==> config.mk <==
export PLATFORM = sky130hd
export DESIGN_NAME = write_control
export DESIGN_NICKNAME = d
export VERILOG_FILES = /design/src/rtl/ofc1_pkg.sv /design/src/rtl/edge_detect.sv /design/src/rtl/write_control.sv
export SDC_FILE = /design/constraint.sdc
export NUM_CORES = 1
export LEC_CHECK = 0
export BUFFER_PORTS_ARGS = -buffer_cell sky130_fd_sc_hd__buf_2
export CORE_UTILIZATION = 68
export CTS_CLUSTER_SIZE = 10
export DETAILED_ROUTE_END_ITERATION = 6
export HOLD_SLACK_MARGIN = 0.05
export PLACE_DENSITY = 0.88
export SYNTH_ARGS = -nofsm -noshare
export SYNTH_HDL_FRONTEND = slang
export SYNTH_HIERARCHICAL = 1
export SYNTH_SLANG_ARGS = --single-unit
==> constraint.sdc <==
create_clock -name clk -period 20.9 [get_ports clk]
set_input_delay 0 -clock clk [delete_from_list [all_inputs] [get_ports clk]]
set_output_delay 0 -clock clk [all_outputs]
set_load 0.005 [all_outputs]
==> src/rtl/ofc1_pkg.sv <==
// Shared definitions for the write stage and the downstream reader stage:
// field widths, the write-controller state encoding and the space check.
package ofc1_pkg;

    localparam int ADDR_W  = 15;
    localparam int HPL_W   = 10;
    localparam int QUEUE_W = 6;

    // Largest package count the queue counter can hold.
    localparam logic [QUEUE_W-1:0] QUEUE_MAX = '1;

    typedef enum logic [1:0] {
        IDLE   = 2'd0,
        WRITE  = 2'd1,
        COMMIT = 2'd2
    } wc_state_t;

    // True when one more package of hpl words fits behind the n packages
    // already held. The 16-bit product cannot overflow: 64 * 1023 < 2**16.
    function automatic logic space_ok(
        input logic [QUEUE_W-1:0] n,
        input logic [HPL_W-1:0]   hpl,
        input logic [ADDR_W-1:0]  depth
    );
        logic [15:0] need;
        need = (16'(n) + 16'd1) * 16'(hpl);
        return (need <= 16'(depth));
    endfunction

endpackage

==> src/rtl/edge_detect.sv <==
// Registered rising-edge detector: rise pulses for one cycle the cycle
// after in is first sampled high.
module edge_detect (
    input  logic rst,
    input  logic clk,
    input  logic in,
    output logic rise
);

    logic in_d;

    // Delay the input once and flag a 0->1 transition as a registered pulse.
    always_ff @(posedge clk or posedge rst) begin
        if (rst) begin
            in_d <= 1'b0;
            rise <= 1'b0;
        end else begin
            in_d <= in;
            rise <= in & ~in_d;
        end
    end

endmodule

==> src/rtl/write_control.sv <==
// Write controller for a circular sample memory: on each accepted trigger
// writes one package of HPL consecutive words, then announces it to the
// reader and tracks how many packages are still held.
module write_control
    import ofc1_pkg::*;
(
    input  logic               clk,
    input  logic               rst,
    input  logic               live,
    input  logic               trigger,
    input  logic [HPL_W-1:0]   HALF_PACKAGE_LENGTH,
    input  logic [ADDR_W-1:0]  MEMORY_DEPTH,
    input  logic               rd_done,
    output logic               live_rising,
    output logic               wen,
    output logic [ADDR_W-1:0]  waddr,
    output logic               read_start,
    output logic [QUEUE_W-1:0] n_pending,
    output logic               overflow
);

    wc_state_t          state_q;
    logic [HPL_W-1:0]   hpl_q;
    logic [ADDR_W-1:0]  depth_q;
    logic [HPL_W-1:0]   word_cnt_q;
    logic [ADDR_W-1:0]  init_addr_q;
    logic [ADDR_W-1:0]  waddr_q;
    logic               wen_q;
    logic               read_start_q;
    logic [QUEUE_W-1:0] n_pending_q;
    logic               overflow_q;

    logic               live_rising_w;
    logic               commit_w;
    logic               accept_req_w;
    logic               fits_w;
    logic [ADDR_W-1:0]  waddr_next_w;
    logic [ADDR_W-1:0]  init_addr_next_w;
    logic [15:0]        init_sum_w;

    edge_detect u_live_edge (
        .rst  (rst),
        .clk  (clk),
        .in   (live),
        .rise (live_rising_w)
    );

    assign commit_w     = (state_q == COMMIT);
    assign accept_req_w = trigger && live && (HALF_PACKAGE_LENGTH != '0);
    assign fits_w       = space_ok(n_pending_q, HALF_PACKAGE_LENGTH, MEMORY_DEPTH)
                          && (n_pending_q != QUEUE_MAX);

    // Next write address and next package base, both wrapping at the latched depth.
    always_comb begin
        waddr_next_w     = (waddr_q == depth_q - 1'b1) ? '0 : waddr_q + 1'b1;
        init_sum_w       = 16'(init_addr_q) + 16'(hpl_q);
        init_addr_next_w = init_addr_q;
        if (init_sum_w >= 16'(depth_q)) begin
            init_addr_next_w = ADDR_W'(init_sum_w - 16'(depth_q));
        end else begin
            init_addr_next_w = ADDR_W'(init_sum_w);
        end
    end

    // Package FSM with registered outputs; a live rising edge restarts the run.
    always_ff @(posedge clk or posedge rst) begin
        if (rst) begin
            state_q      <= IDLE;
            hpl_q        <= '0;
            depth_q      <= '0;
            word_cnt_q   <= '0;
            init_addr_q  <= '0;
            waddr_q      <= '0;
            wen_q        <= 1'b0;
            read_start_q <= 1'b0;
            n_pending_q  <= '0;
            overflow_q   <= 1'b0;
        end else if (live_rising_w) begin
            state_q      <= IDLE;
            word_cnt_q   <= '0;
            init_addr_q  <= '0;
            waddr_q      <= '0;
            wen_q        <= 1'b0;
            read_start_q <= 1'b0;
            n_pending_q  <= '0;
            overflow_q   <= 1'b0;
        end else begin
            read_start_q <= 1'b0;

            // A commit and a release in the same cycle cancel out.
            if (commit_w && !rd_done) begin
                n_pending_q <= n_pending_q + 1'b1;
            end else if (!commit_w && rd_done && (n_pending_q != '0)) begin
                n_pending_q <= n_pending_q - 1'b1;
            end

            case (state_q)
                IDLE: begin
                    if (accept_req_w) begin
                        if (fits_w) begin
                            state_q    <= WRITE;
                            hpl_q      <= HALF_PACKAGE_LENGTH;
                            depth_q    <= MEMORY_DEPTH;
                            word_cnt_q <= 10'd1;
                            waddr_q    <= init_addr_q;
                            wen_q      <= 1'b1;
                        end else begin
                            overflow_q <= 1'b1;
                        end
                    end
                end
                WRITE: begin
                    // word_cnt_q counts words already presented on the port.
                    if (word_cnt_q == hpl_q) begin
                        state_q      <= COMMIT;
                        wen_q        <= 1'b0;
                        read_start_q <= 1'b1;
                    end else begin
                        waddr_q    <= waddr_next_w;
                        word_cnt_q <= word_cnt_q + 1'b1;
                    end
                end
                COMMIT: begin
                    state_q     <= IDLE;
                    init_addr_q <= init_addr_next_w;
                end
                default: begin
                    state_q <= IDLE;
                    wen_q   <= 1'b0;
                end
            endcase
        end
    end

    assign live_rising = live_rising_w;
    assign wen         = wen_q;
    assign waddr       = waddr_q;
    assign read_start  = read_start_q;
    assign n_pending   = n_pending_q;
    assign overflow    = overflow_q;

endmodule

* Word-level counts from Yosys, hierarchy flattened
Index checks and enable logic that the tools add are counted.
** Operators by class
- $mul :: 1
- Bitwise operators :: 3
- Muxes and demuxes :: 34
- Add/sub/neg operators :: 8
- Equality and inequality tests :: 11
- Reduce and logical (&&, ||, !) cells :: 21
- Magnitude comparators :: 2
** Operator list (number)
- $mux 15 :: 8
- $mux 10 :: 4
- $pmux 15 s2 :: 1
- $pmux 10 s2 :: 1
- $mux 6 :: 3
- $add 15x10->16 :: 1
- $ge 16x15->1 :: 1
- $le 16x15->1 :: 1
- $mul 7x10->16 :: 1
- $add 15x1->15 const B :: 1
- $eq 15x15->1 :: 1
- $sub 15x1->15 const B :: 1
- $sub 15x15->15 :: 1
- $ne 3x2->1 const B :: 4
- $reduce_and 4->1 :: 3
- $mux 1 :: 11
- $add 10x1->10 const B :: 1
- $eq 10x10->1 :: 1
- $reduce_bool 10->1 :: 1
- $mux 2 :: 4
- $add 6x1->7 const B :: 1
- $add 6x1->6 const B :: 1
- $logic_and 1x1->1 :: 6
- $ne 6x6->1 const B :: 1
- other kinds (14) :: 21
** Word-level totals
- Output and inout bits :: 25
- Input bits :: 30
- Logic and storage cells :: 92
- Bits in registers :: 78

* Longest topological paths before layout
- Word-level depth :: 8
- Mapped depth :: 31

* Modules after synthesis
The synthesis kept the hierarchy.
** Modules (own cells, without submodules)
- write_control :: sequential area each 1901.8 um2, instances 1, cells each 986, area an instance 8508.2 um2
- edge_detect :: sequential area each 50.0 um2, instances 1, cells each 4, area an instance 67.6 um2

* Worst setup path after synthesis
OpenSTA, ideal clock, no wires.
- Path type :: reg2reg
- From :: register n_pending_q[0], in the netlist n_pending[0]
- To :: register word_cnt_q[0]
- Data arrival time :: 6671 ps
- Buffers on the path :: 2
- Required time :: 20773 ps
- Setup slack :: 14102 ps
- Library setup time :: 127 ps
- Cell stages (with the launch flop) :: 28
- Clock period less this slack :: 6798 ps
- Cells stage by stage :: dfrtp_1 -> ha_1 -> nand3_1 -> nor3_1 -> clkbuf_1 -> nand2_1 -> fa_1 -> fa_1 -> inv_1 -> fa_1 -> inv_1 -> fa_1 -> inv_1 -> ha_1 -> a21boi_0 -> o21ai_0 -> a21oi_1 -> a41o_1 -> o41ai_1 -> xnor2_1 -> ha_1 -> nand3_1 -> o32a_1 -> o21ai_1 -> a311oi_4 -> or2_1 -> buf_4 -> mux2_1
** On the way
- Cells in the longest elaborated chain, start to end :: 6
- Elaborated cells between the ends (all ways) :: 7
- Classes of those cells :: 1 x add/sub; 1 x mul; 1 x order compare; 2 x eq/ne; 2 x reduce/logical
** Ends and longest elaborated chain
- start: declaration :: RTL line write_control.sv:30 : logic [QUEUE_W-1:0] n_pending_q;
- start signal: assignment :: RTL line write_control.sv:92 : n_pending_q <= n_pending_q + 1'b1;
- start signal: assignment :: RTL line write_control.sv:94 : n_pending_q <= n_pending_q - 1'b1;
- $add 6x1->7 :: RTL line ofc1_pkg.sv:26 : need = (16'(n) + 16'd1) * 16'(hpl);
- $mul 7x10->16 :: RTL line ofc1_pkg.sv:26
- $le 16x15->1 :: RTL line ofc1_pkg.sv:27 : return (need <= 16'(depth));
- $logic_and 1x1->1 * :: RTL line write_control.sv:51 : && (n_pending_q != QUEUE_MAX);
- $ne 3x2->1 (no source line) *
- $reduce_and 4->1 (no source line) *
- end signal: assignment :: RTL line write_control.sv:120 : word_cnt_q <= word_cnt_q + 1'b1;
- end: declaration :: RTL line write_control.sv:25 : logic [HPL_W-1:0] word_cnt_q;
Every way passes the cells marked *; elsewhere a longest branch is shown, timed or not.
A chain may end at the register's enable or synchronous reset.

* Worst setup path in the final report
Ends and elaborated chain as after synthesis.

==> results.json <==
{
  "tightestPinTransition_ps": 1080,
  "cp_max_fo": 25,
  "grt_pass1_wl_mm": 37.4,
  "cts.sinks": 78,
  "cts.reportedPaths.clkPinSlew_ps": 60,
  "final_max_slew_viol_count": 0,
  "layout_common_cells": "inv_1 (113), nand2_1 (82), ha_1 (82)",
  "wl_per_cell_um": 18.6,
  "synth.top_cell.area_share_pct": 22.8,
  "maxCapViolations": 0,
  "grt_max_degree": 77,
  "status": "finished clean",
  "drive_above_1_share_pct": 11.4,
  "yosys.area.top_type": "dfrtp_1",
  "final_common_cell": "inv_1",
  "cp-end-kind": "register",
  "syn_inst": 990,
  "startpoint_type": "register",
  "antenna_found_initial": 1,
  "slew-limit-headroom_pct": 27.9,
  "period_needed_ps": 7960,
  "crit_required_ps": 21140,
  "rsz0062_at_grt": "no",
  "cts_tree": "built",
  "ys_warn_count": 6,
  "die_area_sq_um": 13100,
  "synthesis.area_sq_um": 8580,
  "clk_latency_ps": 350,
  "crit_buf_inv": 4,
  "path_common_cell": "fa_1",
  "ys_seq_area_share_pct": 22.8,
  "post-dp-hpwl_mm": 16.4,
  "fmax_ghz": 0.126,
  "ant_nets": 0,
  "rows": 40,
  "finClkSkew_ps": 6.46,
  "critical_path.max_stage_delay_ps": 610,
  "syn_avg_cell_area_sq_um": 8.66,
  "gr-usage-all-layers_pct": 37.4,
  "cts_setup_buffers": 0,
  "ys_types": 79,
  "holdWs_ps": 60.0,
  "cts_htree_levels": 3,
  "fin_setup_tns_ps": 0,
  "setup_viol": 0,
  "path_delay_family": "adder cells",
  "fillCellCount": 815,
  "dp.cells": 1186,
  "ys_top_cells_by_area": "dfrtp_1 (23%), ha_1 (12%), fa_1 (9.6%)",
  "grt_remaining_overflow": 0,
  "portBuffers": 54,
  "drt_pass1_iterations": 5,
  "final_cells": 1224,
  "post_drt_via_cell_ratio": 6.36,
  "start_util_pct": 70.5,
  "synth_nets": 1143,
  "async_reset_ff_share_pct": 100,
  "via_count": 7788,
  "ys_ff_latch": 78,
  "numCtsBuffers": 9,
  "fp.coreArea_sq_um": 12200,
  "synth_edf_count": 0,
  "hold_class": "input port to async pin",
  "critPathArrivalTime_ps": 8190,
  "slowest_stage": "xnor2_1",
  "wl_mm": 22.8,
  "first_iter_violations": 707,
  "route.detailed.drc": 0,
  "gp_congestion": 0.900,
  "io_pins": 55,
  "grt_pass1_vias": 7750,
  "worstSetupPathType": "register to register",
  "die_w_um": 114,
  "die_y_um": 114,
  "area_growth_pct": 10.4,
  "layout.nets": 1203,
  "period_share_pct": 38.1,
  "cts_root_buf": "clkbuf_16",
  "cts.path.max_buffers": 2,
  "hold_viol": 0,
  "synth_ff_type": "dfrtp_1"
}
==> worst reg2reg max path, delay by kind of cell (launching register included) <==
kind / cells / cell delay [ps]
flops: 1 / 520
compound gates: 7 / 1340
simple gates: 7 / 1400
xor+xnor: 2 / 720
fa+ha+maj: 7 / 2980
mux: 1 / 380
buf+inv: 4 / 510
==> cell type report <==
type                       instances  area [sq um]  area share, %
multi-input combinational        764          6020           63.5
sequential                        78          1950           20.6
timing repair buffer              82           533           5.63
inverter                         115           433           4.57
clock buffer                       9           225           2.38
tap                              168           210           2.22
clock inverter                     7          96.3           1.02
antenna                            1          2.50         0.0264
==> stage by stage <==
step	utilization, %	instance area [sq um]	setup slack (ps)
floorplan	-	8580	14100
global placement	73.5	8930	13390
detailed placement	73.5	8930	13130
CTS	77.8	9470	13080
global route	77.9	9470	12550
finish	77.9	9470	12940
==> registers in the layout, summed over array words and instances (netlist names) <==
name,cells
depth_q,15
init_addr_q,15
waddr,15
hpl_q,10
word_cnt_q,10
n_pending,6
state_q,2
overflow,1
read_start,1
u_live_edge/in_d,1
u_live_edge/rise,1
wen,1
==> cell usage after synthesis (18+ instances only) <==
master and number:
nand3_1 26, inv_1 114, nor2_1 69, fa_1 41, nor3_1 18, clkbuf_1 22
nand2_1 82, o21ai_0 50, xnor2_1 41, a21oi_1 31, xor2_1 28, dfrtp_1 78
a211oi_1 22, and2_1 36, ha_1 82
==> cell families after synthesis <==
| kind of cell | Yosys count | synth area share [%] |
|---|---|---|
| buffers and inverters | 148 | 7.11 |
| DFF | 78 | 22.8 |
| AOI/OAI and AO/OA | 231 | 19.0 |
| adders and majority gates | 123 | 21.5 |
| xor gates and xnor gates | 69 | 7.05 |
| muxes | 24 | 3.01 |
| and+or+nand+nor | 317 | 19.5 |
==> final timing paths <==
check                                       start                to  slack [ps]  cells past startpoint
setup / recovery                     n_pending[0]     word_cnt_q[0]       12940                     28
hold reg to reg                  u_live_edge/in_d  u_live_edge/rise         450                      1
min in group clk           HALF_PACKAGE_LENGTH[9]          hpl_q[9]          60                      2
setup reg to reg                     n_pending[0]     word_cnt_q[0]       12940                     28
hold / removal                                rst  u_live_edge/rise          60                      3
max in group asynchronous                     rst       depth_q[10]       19740                      4
==> what timing repair did <==
item,4_1_cts,5_1_grt
hold endpoints to repair,99,0
hold buffers,21,0
gates resized for setup,0,0
==> metal layers <==
metal | global-route usage, % | wire length [um]
met1 | 43.5 | 8700
met2 | 63.3 | 11200
met3 | 6.56 | 1490
met4 | 25.3 | 1450
met5 | 0 | 0
Power is left out: the tool's default activity adds up to more than one toggle a clock period on the data nets, which glitch-free logic cannot reach.
